--- src/rtl/bus_grant_seq.sv ---
// Bus grant sequencer: pops one sender ID from the request queue, grants that
// agent one-hot bus ownership until release or timeout, then one turnaround cycle.
module bus_grant_seq #(
    parameter int NAGENT  = 16,
    parameter int IDW     = 4,
    parameter int TIMEOUT = 32,
    parameter int CNTW    = 8
) (
    input  logic              clk,
    input  logic              clr,
    input  logic              en,
    input  logic              valid,
    input  logic              empty,
    input  logic [IDW-1:0]    send_in,
    input  logic [NAGENT-1:0] release_req,
    input  logic              err_clr,
    output logic              pull,
    output logic [NAGENT-1:0] grant,
    output logic [IDW-1:0]    owner,
    output logic              bus_busy,
    output logic              bus_idle,
    output logic              timeout_err,
    output logic [CNTW-1:0]   xfer_cnt
);

    localparam int TCW = $clog2(TIMEOUT);
    localparam logic [TCW-1:0] TMAX = TCW'(TIMEOUT - 1);

    typedef enum logic [1:0] {
        S_IDLE,
        S_GRANT,
        S_TURN
    } state_t;

    state_t         state, state_nxt;
    logic [TCW-1:0] tcnt;
    logic           to_hit;

    // NOTE: every always_comb output gets a default first, so no path can infer a latch.
    always_comb begin
        state_nxt = state;
        pull      = 1'b0;
        to_hit    = 1'b0;
        case (state)
            // clr gates pull so the pop strobe drops the moment reset asserts
            S_IDLE: begin
                if (valid && en && clr) begin
                    pull      = 1'b1;
                    state_nxt = S_GRANT;
                end
            end
            S_GRANT: begin
                if (release_req[owner]) begin
                    state_nxt = S_TURN;
                end else if (tcnt == TMAX) begin
                    to_hit    = 1'b1;
                    state_nxt = S_TURN;
                end
            end
            S_TURN:  state_nxt = S_IDLE;
            default: state_nxt = S_IDLE;
        endcase
    end

    // NOTE: state registers use non-blocking assignments so every flop samples pre-edge values.
    always_ff @(posedge clk or negedge clr) begin
        if (!clr) begin
            state       <= S_IDLE;
            grant       <= '0;
            owner       <= '0;
            timeout_err <= 1'b0;
            xfer_cnt    <= '0;
            tcnt        <= '0;
        end else begin
            state <= state_nxt;
            if (pull) begin
                owner    <= send_in;
                grant    <= NAGENT'(1) << send_in;
                tcnt     <= '0;
                xfer_cnt <= xfer_cnt + CNTW'(1);
            end else if (state == S_GRANT) begin
                if (state_nxt == S_TURN) begin
                    grant <= '0;
                end else begin
                    tcnt <= tcnt + TCW'(1);
                end
            end
            // a timeout on the same edge as err_clr leaves the flag set
            if (to_hit) begin
                timeout_err <= 1'b1;
            end else if (err_clr) begin
                timeout_err <= 1'b0;
            end
        end
    end

    assign bus_busy = (state != S_IDLE);
    assign bus_idle = (state == S_IDLE) && empty;

endmodule

--- config.mk ---
export PLATFORM = sky130hd
export DESIGN_NAME = bus_grant_seq
export DESIGN_NICKNAME = d
export VERILOG_FILES = /design/src/rtl/bus_grant_seq.sv
export SDC_FILE = /design/constraint.sdc
export NUM_CORES = 1
export LEC_CHECK = 0
export ABC_AREA = 1
export CAP_MARGIN = 10
export CORE_UTILIZATION = 30
export CTS_CLUSTER_DIAMETER = 60
export DETAILED_ROUTE_END_ITERATION = 8
export DONT_BUFFER_PORTS = 1
export HOLD_SLACK_MARGIN = 0.15
export RECOVER_POWER = 50
export SYNTH_ARGS = -nofsm -noshare
export SYNTH_HDL_FRONTEND = slang
export SYNTH_SLANG_ARGS = --single-unit
--- constraint.sdc ---
create_clock -name clk -period 1.4 [get_ports clk]
set_clock_uncertainty 0.05 [all_clocks]
set_input_delay 0.28 -clock clk [delete_from_list [all_inputs] [get_ports clk]]
set_output_delay 0.28 -clock clk [all_outputs]
set_load 0.01 [all_outputs]
==> results.md, run 1 <==
* Hold depth at 4
* Biggest area consumer among synthesized cells: dfrtp_1
* RSZ-0062 raised after global routing: true
* Final Wtd Congestion at 0.8095
* Site row count at 28
* Tmin final at 1.631 ns
* Pleak at 0.001323 uW
* Worst r2r path cells at 8
* Max Fclk at 613.1 MHz
* CTS tree: built
* Die area at 6563 um^2
* Routed wire per std cell at 14.19 um
* Yosys top cell area share at 0.4810
* Clock Latency Late Sink at 0.28 ns
* Worst setup margin at -0.2310 ns
* Final Setup Violations at 33
* Post-synth EDFFs at 0
* Synthesized instance count at 221
* Total GRT Usage at 0.1533
* Hpwl dp at 3.089 mm
* Synthesized area at 1873 um^2
* Failing checks: setup timing
* Count of state elements after synthesis at 36
* Main synth FF type: dfrtp_1
* Vias per cell at 4.758
* FFs w/ async S/R, synth at 1.000
* CP Capture Type: flip-flop
* Critical path type: reg2reg
* TNS Setup at -5.662 ns
* Num ports at 58
* Core Footprint at 5956 um^2
* Average size of a mapped cell at 8.475 um^2
* Measured slew at the worst slew-check pin at 0.4946 ns
* Worst min path class: in2reg
* Antenna-violating nets left at 0
* H-tree levels at 2
* Slew Limit Fails at 0
* Global-route wire length before repair at 7.679 mm
* Fillers at 592
* Setup crit start kind: flip-flop
* Pwr dens at 1655 nW/um^2
* Via Count at 1,632
* Port bufs at 0
* Slew headroom at 0.6703
* Synth unique cells at 31
* Worst EP arrival at 1.80 ns
* Initial DRC count at 68
* Critical Path RT at 1.57 ns
* TritonCTS buffer count at 5
* WL final at 4.868 mm
* Drt drc at 0
* Die Ht at 81.02 um
* Yosys Warn Count at 0
* Vias in the first global route at 1,591
* Clock-pin slew on the worst setup and hold paths at 0.07 ns
* GRT overflow at 0
* Starting density of the core at 0.3145
* Status: complete, but fails checks
* Syn nets at 250
* Largest net degree at the start of global routing at 37
* P&R area growth vs syn at 41.55%
* VDD IR max at 0.9135 mV
* Max-cap viol count at 0
* DRT Pass-1 Iters at 5
* Clock tree buffer depth at 2
* Share of cells above drive strength 1 at 0.3582
* CTS root buf: clkbuf_8
* Fin nets at 296
* Setup WS pre-CTS at -0.2092 ns
* Die W at 81.02 um
* Synth area leaders: dfrtp_1 (48%), nand2_1 (12%), nand3_1 (11%)
* # clock sinks at 36
* Period Utilization, post-route at 1.165
* Critical-path maximum fanout at 5
* Fin. Hold Viols at 0
* Diode count at 0
* Initial antenna violation count at 0
* Sequential-to-total area share from yosys stat at 0.4810
-- synth_stat cells (all sizes together) (2+ instances only) --
master and number:
nand2 60, nand3 49, dfrtp 36, inv 27
nor2 9, nor3 9, buf 6, xor2 6
o21ai 4, ha 3, nand4 2, or2 2
xnor2 2
-- registers in the layout, summed over array words and instances, names as in the netlist --
name and flops:
grant 16, owner 4, state 2, tcnt 5
timeout_err 1, xfer_cnt 8
-- power by group --
group / switching, uW / total (uW) / internal [uW]
clock network: 344 / 745 / 401
logic: 1170 / 2020 / 849
registers: 320 / 1620 / 1300
-- critical path, stage by stage, from the launching register on --
cell	delay (ns)
dfrtp_1	0.39
ha_2	0.20
and3_4	0.17
ha_4	0.17
inv_4	0.06
nand3_4	0.19
nand2_4	0.19
nand3_1	0.09
nand2_1	0.06
-- final timing paths --
kind | start | endpoint | slack (ns)
min in group asynchronous | clr | tcnt[0] | 0.52
hold / removal | send_in[3] | grant[8] | 0.25
max in group asynchronous | clr | owner[0] | 0.42
setup reg to reg | tcnt[1] | grant[5] | -0.23
setup / recovery | tcnt[1] | grant[5] | -0.23
hold reg to reg | xfer_cnt[0] | xfer_cnt[0] | 0.49
-- layout by cell type (no fill, tap or decap), types with 4 or more instances in the layout --
| cell type | netlist | layout |
|---|---|---|
| nor2_4 | 2 | 4 |
| nor2_1 | 5 | 4 |
| inv_1 | 25 | 22 |
| nor3_1 | 8 | 8 |
| clkbuf_8 | 0 | 6 |
| dlygate4sd3_1 | 0 | 5 |
| nand2_1 | 59 | 52 |
| xor2_1 | 6 | 6 |
| buf_4 | 0 | 26 |
| nand3_1 | 43 | 24 |
| nand2_2 | 0 | 7 |
| nand3_2 | 6 | 23 |
| dfrtp_1 | 36 | 35 |
| buf_6 | 1 | 5 |
-- per-layer routing --
| layer | share of wire | global-route usage | vias to the layer above |
|---|---|---|---|
| met4 | 0.016 | 0.05714 | 0 |
| met2 | 0.49 | 0.2395 | 40 |
| li1 | - | - | 811 |
| met5 | 0 | 0 | - |
| met1 | 0.44 | 0.2059 | 772 |
| met3 | 0.062 | 0.03483 | 9 |
-- through the flow --
step           power (uW)  utilization  area [um^2]  hold slack (ns)  instances
2_1_floorplan        2556            -         1893         -0.06559        221
3_3_place_gp         2958       0.3525         2100         -0.06469        311
3_5_place_dp         2981       0.3525         2100         -0.06463        311
4_1_cts              4284       0.4244         2527           0.2209        335
5_1_grt              4735       0.4452         2651           0.2513        343
6_report             4388       0.4452         2651           0.2469        343
-- cell type report --
type,count,area (um^2),share of cell area
Multi-Input combinational cell,155,1041,0.3926
Sequential cell,36,902.1,0.3403
Timing Repair Buffer,41,399.1,0.1505
Inverter,28,125.1,0.04719
Tap cell,75,93.84,0.03539
Clock buffer,8,90.09,0.03398
-- logic make-up (layout without fill, tap and decap cells) --
logic type,count (synthesis),count (layout),synth area share
xor+xnor,8,8,0.03741
compound gates,7,7,0.02138
buf+inv,34,77,0.08416
simple gates,133,137,0.3561
fa+ha+maj,3,3,0.02004
flops,36,36,0.4810
-- timing repair --
| action | in CTS | in global routing |
|---|---|---|
| setup buffers | 7 | 6 |
| pin swaps | 15 | 13 |
| hold buffers | 6 | 0 |
| setup endpoints to repair | 31 | 36 |
| resized for setup | 40 | 12 |
| cloned | 3 | 3 |
| endpoints found under the hold margin | 50 | 0 |
(Power assumes the default switching activity.)
==> run 2: changes to the inputs <==
CAP_MARGIN = default   (was 10)
==> results of run 2 <==
The final DEF is identical to that of run 1; final timing and power are the same.
==> run 3: changes to the inputs <==
CAP_MARGIN = 30   (was default)
MAX_ROUTING_LAYER = met4   (was default)
SETUP_SLACK_MARGIN = 0.3   (was default)
==> results.md, run 3 (same netlist as run 1, synthesis figures left out) <==
* Status: complete, but fails checks
* Failing checks: hold timing, setup timing
* CTS Hold Bufs at 4 (-2)
* Diode count at 0 (unchanged)
* H-tree levels at 2 (unchanged)
* Final Wtd Congestion at 0.7619 (-5.9%)
* Max-cap viol count at 0 (unchanged)
* Slew Limit Fails at 0 (unchanged)
* Max FFs per register at 16 (unchanged)
* Largest net degree at the start of global routing at 38 (+2.7%)
* Fin. Hold Viols at 36 (+36)
* Area after DPL at 2125 um^2 (+1.2%)
* Slew headroom at 0.8200 (+0.1497)
* Antenna-violating nets left at 0 (unchanged)
* Final hold slack at -0.3650 ns (-0.6119 ns)
* CTS root buf: clkbuf_8
* Site row count at 28 (unchanged)
* Final Setup Violations at 29 (-12%)
* Post-layout instance area at 2512 um^2 (-5.2%)
* CTS tree: built
* Via Count at 1,606 (-1.6%)
* Hpwl dp at 3.102 mm (+0.40%)
* Largest Register: grant
* Final cell count without fillers at 339 (-1.2%)
* Measured slew at the worst slew-check pin at 0.2693 ns (-0.2253 ns)
* Biggest regs: grant x16, xfer_cnt x8, tcnt x5
* Port bufs at 0 (unchanged)
* Worst min path class: in2async
* Die Ht at 81.02 um (unchanged)
* Worst setup margin at -0.1863 ns (+0.04466 ns)
* Initial antenna violation count at 0 (unchanged)
* RSZ-0062 raised after global routing: true
* Routed wire per std cell at 13.92 um (-1.9%)
* Pwr dens at 1674 nW/um^2 (+1.2%)
* Critical path type: reg2reg
* Total placed cells including tap cells at 313 (+0.64%)
* # clock sinks at 36 (unchanged)
* Worst EP arrival at 1.71 ns (-0.09 ns)
* Final Util at 0.4218 (-0.02332)
* Fin nets at 292 (-1.4%)
* Total GRT Usage at 0.1561 (+0.002778)
* Clock tree buffer depth at 2 (unchanged)
* Starting density of the core at 0.3145 (unchanged)
* Commonest non-fill, non-tap cells in the layout: nand2_1 (57), nand3_1 (41), dfrtp_1 (34), inv_1 (24), buf_4 (20)
* Critical-path cell with the highest stage delay: dfrtp_1
* Vias in the first global route at 1,583 (-0.50%)
* Pleak at 0.001309 uW (-1.0%)
* Critical-path maximum fanout at 6 (+1)
* Initial DRC count at 75 (+10%)
* Global-route wire length before repair at 7.562 mm (-1.5%)
* Setup crit start kind: flip-flop
* P&R area growth vs syn at 34.13%
* Max Fclk at 630.4 MHz (+2.8%)
* CP cell instances: ha_2 > and3_4 > ha_4 > inv_2 > nand4_1 > nand3_1 > nand2_1
* Critical Path RT at 1.52 ns (-0.05 ns)
* GRT overflow at 0 (unchanged)
* Clock Latency Late Sink at 0.28 ns (about the same)
* Critical path's largest stage delay at 0.39 ns (about the same)
* Die W at 81.02 um (unchanged)
* Num ports at 58 (unchanged)
* CP top delay family: simple AND/OR/NAND/NOR gates
* TritonCTS buffer count at 5 (unchanged)
* Drt drc at 0 (unchanged)
* Tmin final at 1.586 ns (-0.04466 ns)
* Die area at 6563 um^2 (unchanged)
* Vias per cell at 4.737 (-0.43%)
* Share of cells above drive strength 1 at 0.2841 (-0.07412)
* DRT Pass-1 Iters at 4 (-1)
* Clock-pin slew on the worst setup and hold paths at 0.07 ns (about the same)
* CP Buf/Inv Count at 1 (unchanged)
* CP Capture Type: flip-flop
* Period Utilization, post-route at 1.133 (-0.03190)
* Commonest non-fill, non-tap cell in the layout: nand2_1
* VDD IR max at 0.6174 mV (-32%)
* Core Footprint at 5956 um^2 (unchanged)
* WL final at 4.719 mm (-3.1%)
==> run 3: cell count changes in the layout (fill, tap and decap cells not counted), sizes merged <==
| cell | previous run | this run |
|---|---|---|
| dlygate4sd3 | 5 | 4 |
| buf | 33 | 35 |
| clkbuf | 11 | 7 |
| clkinv | 2 | 3 |
| inv | 26 | 27 |
| nand2 | 63 | 60 |
==> run 3: cell type report <==
type                       count  area, um^2
timing repair buffer          40       417.9
inverter                      28       117.6
tap                           75       93.84
multi-input combinational    152       887.1
clock inverter                 2       10.01
fill                         617        3443
sequential                    36       903.4
clock buffer                   6       82.58
==> run 3: power breakdown <==
group	switching (uW)	leakage, uW	internal (uW)
Combinational	956	0.000787	897
Sequential	282	0.000471	1300
Clock	375	0.0000510	393
Total	1610	0.00131	2590
==> run 3: routing by layer <==
| metal | vias up | wire [um] | global-route usage |
|---|---|---|---|
| met4 | 0 | 34 | 0.04286 |
| met5 | - | 0 | - |
| met2 | 39 | 2403 | 0.2496 |
| met1 | 769 | 2036 | 0.1979 |
| met3 | 2 | 244 | 0.03483 |
| li1 | 796 | - | - |
==> run 3: worst paths after layout <==
kind	startpoint	end	slack [ns]	cells past startpoint
max	tcnt[0]	tcnt[4]	-0.19	7
min	clr	grant[14]	-0.37	0
max reg2reg	tcnt[0]	tcnt[4]	-0.19	7
min reg2reg	xfer_cnt[7]	xfer_cnt[7]	0.48	1
max in group asynchronous	clr	owner[0]	1.58	0
min in group clk	send_in[3]	grant[14]	0.23	4
==> run 3: metrics by stage <==
step	hold slack (ns)	power [uW]	TNS, ns	setup WS (ns)
2_1_floorplan	-0.06559	2590	-1.277	-0.1192
3_3_place_gp	-0.06487	3019	-3.415	-0.1709
3_5_place_dp	-0.06469	3035	-4.598	-0.2178
4_1_cts	-0.3786	4006	-3.229	-0.1814
5_1_grt	-0.3916	4556	-6.465	-0.3022
6_report	-0.3650	4207	-3.414	-0.1863
==> run 3: worst register-to-register path, stage by stage, from the launching register on <==
cell and delay (ns):
dfrtp_1 0.39, ha_2 0.20, and3_4 0.17, ha_4 0.15
inv_2 0.05, nand4_1 0.24, nand3_1 0.16, nand2_1 0.07
==> run 3: what timing repair did <==
item,CTS,global route
setup endpoints to repair,46,46
hold endpoints to repair,50,36
buffers inserted,4,7
resized for setup,15,16
pin swaps,5,8
gates cloned,1,2
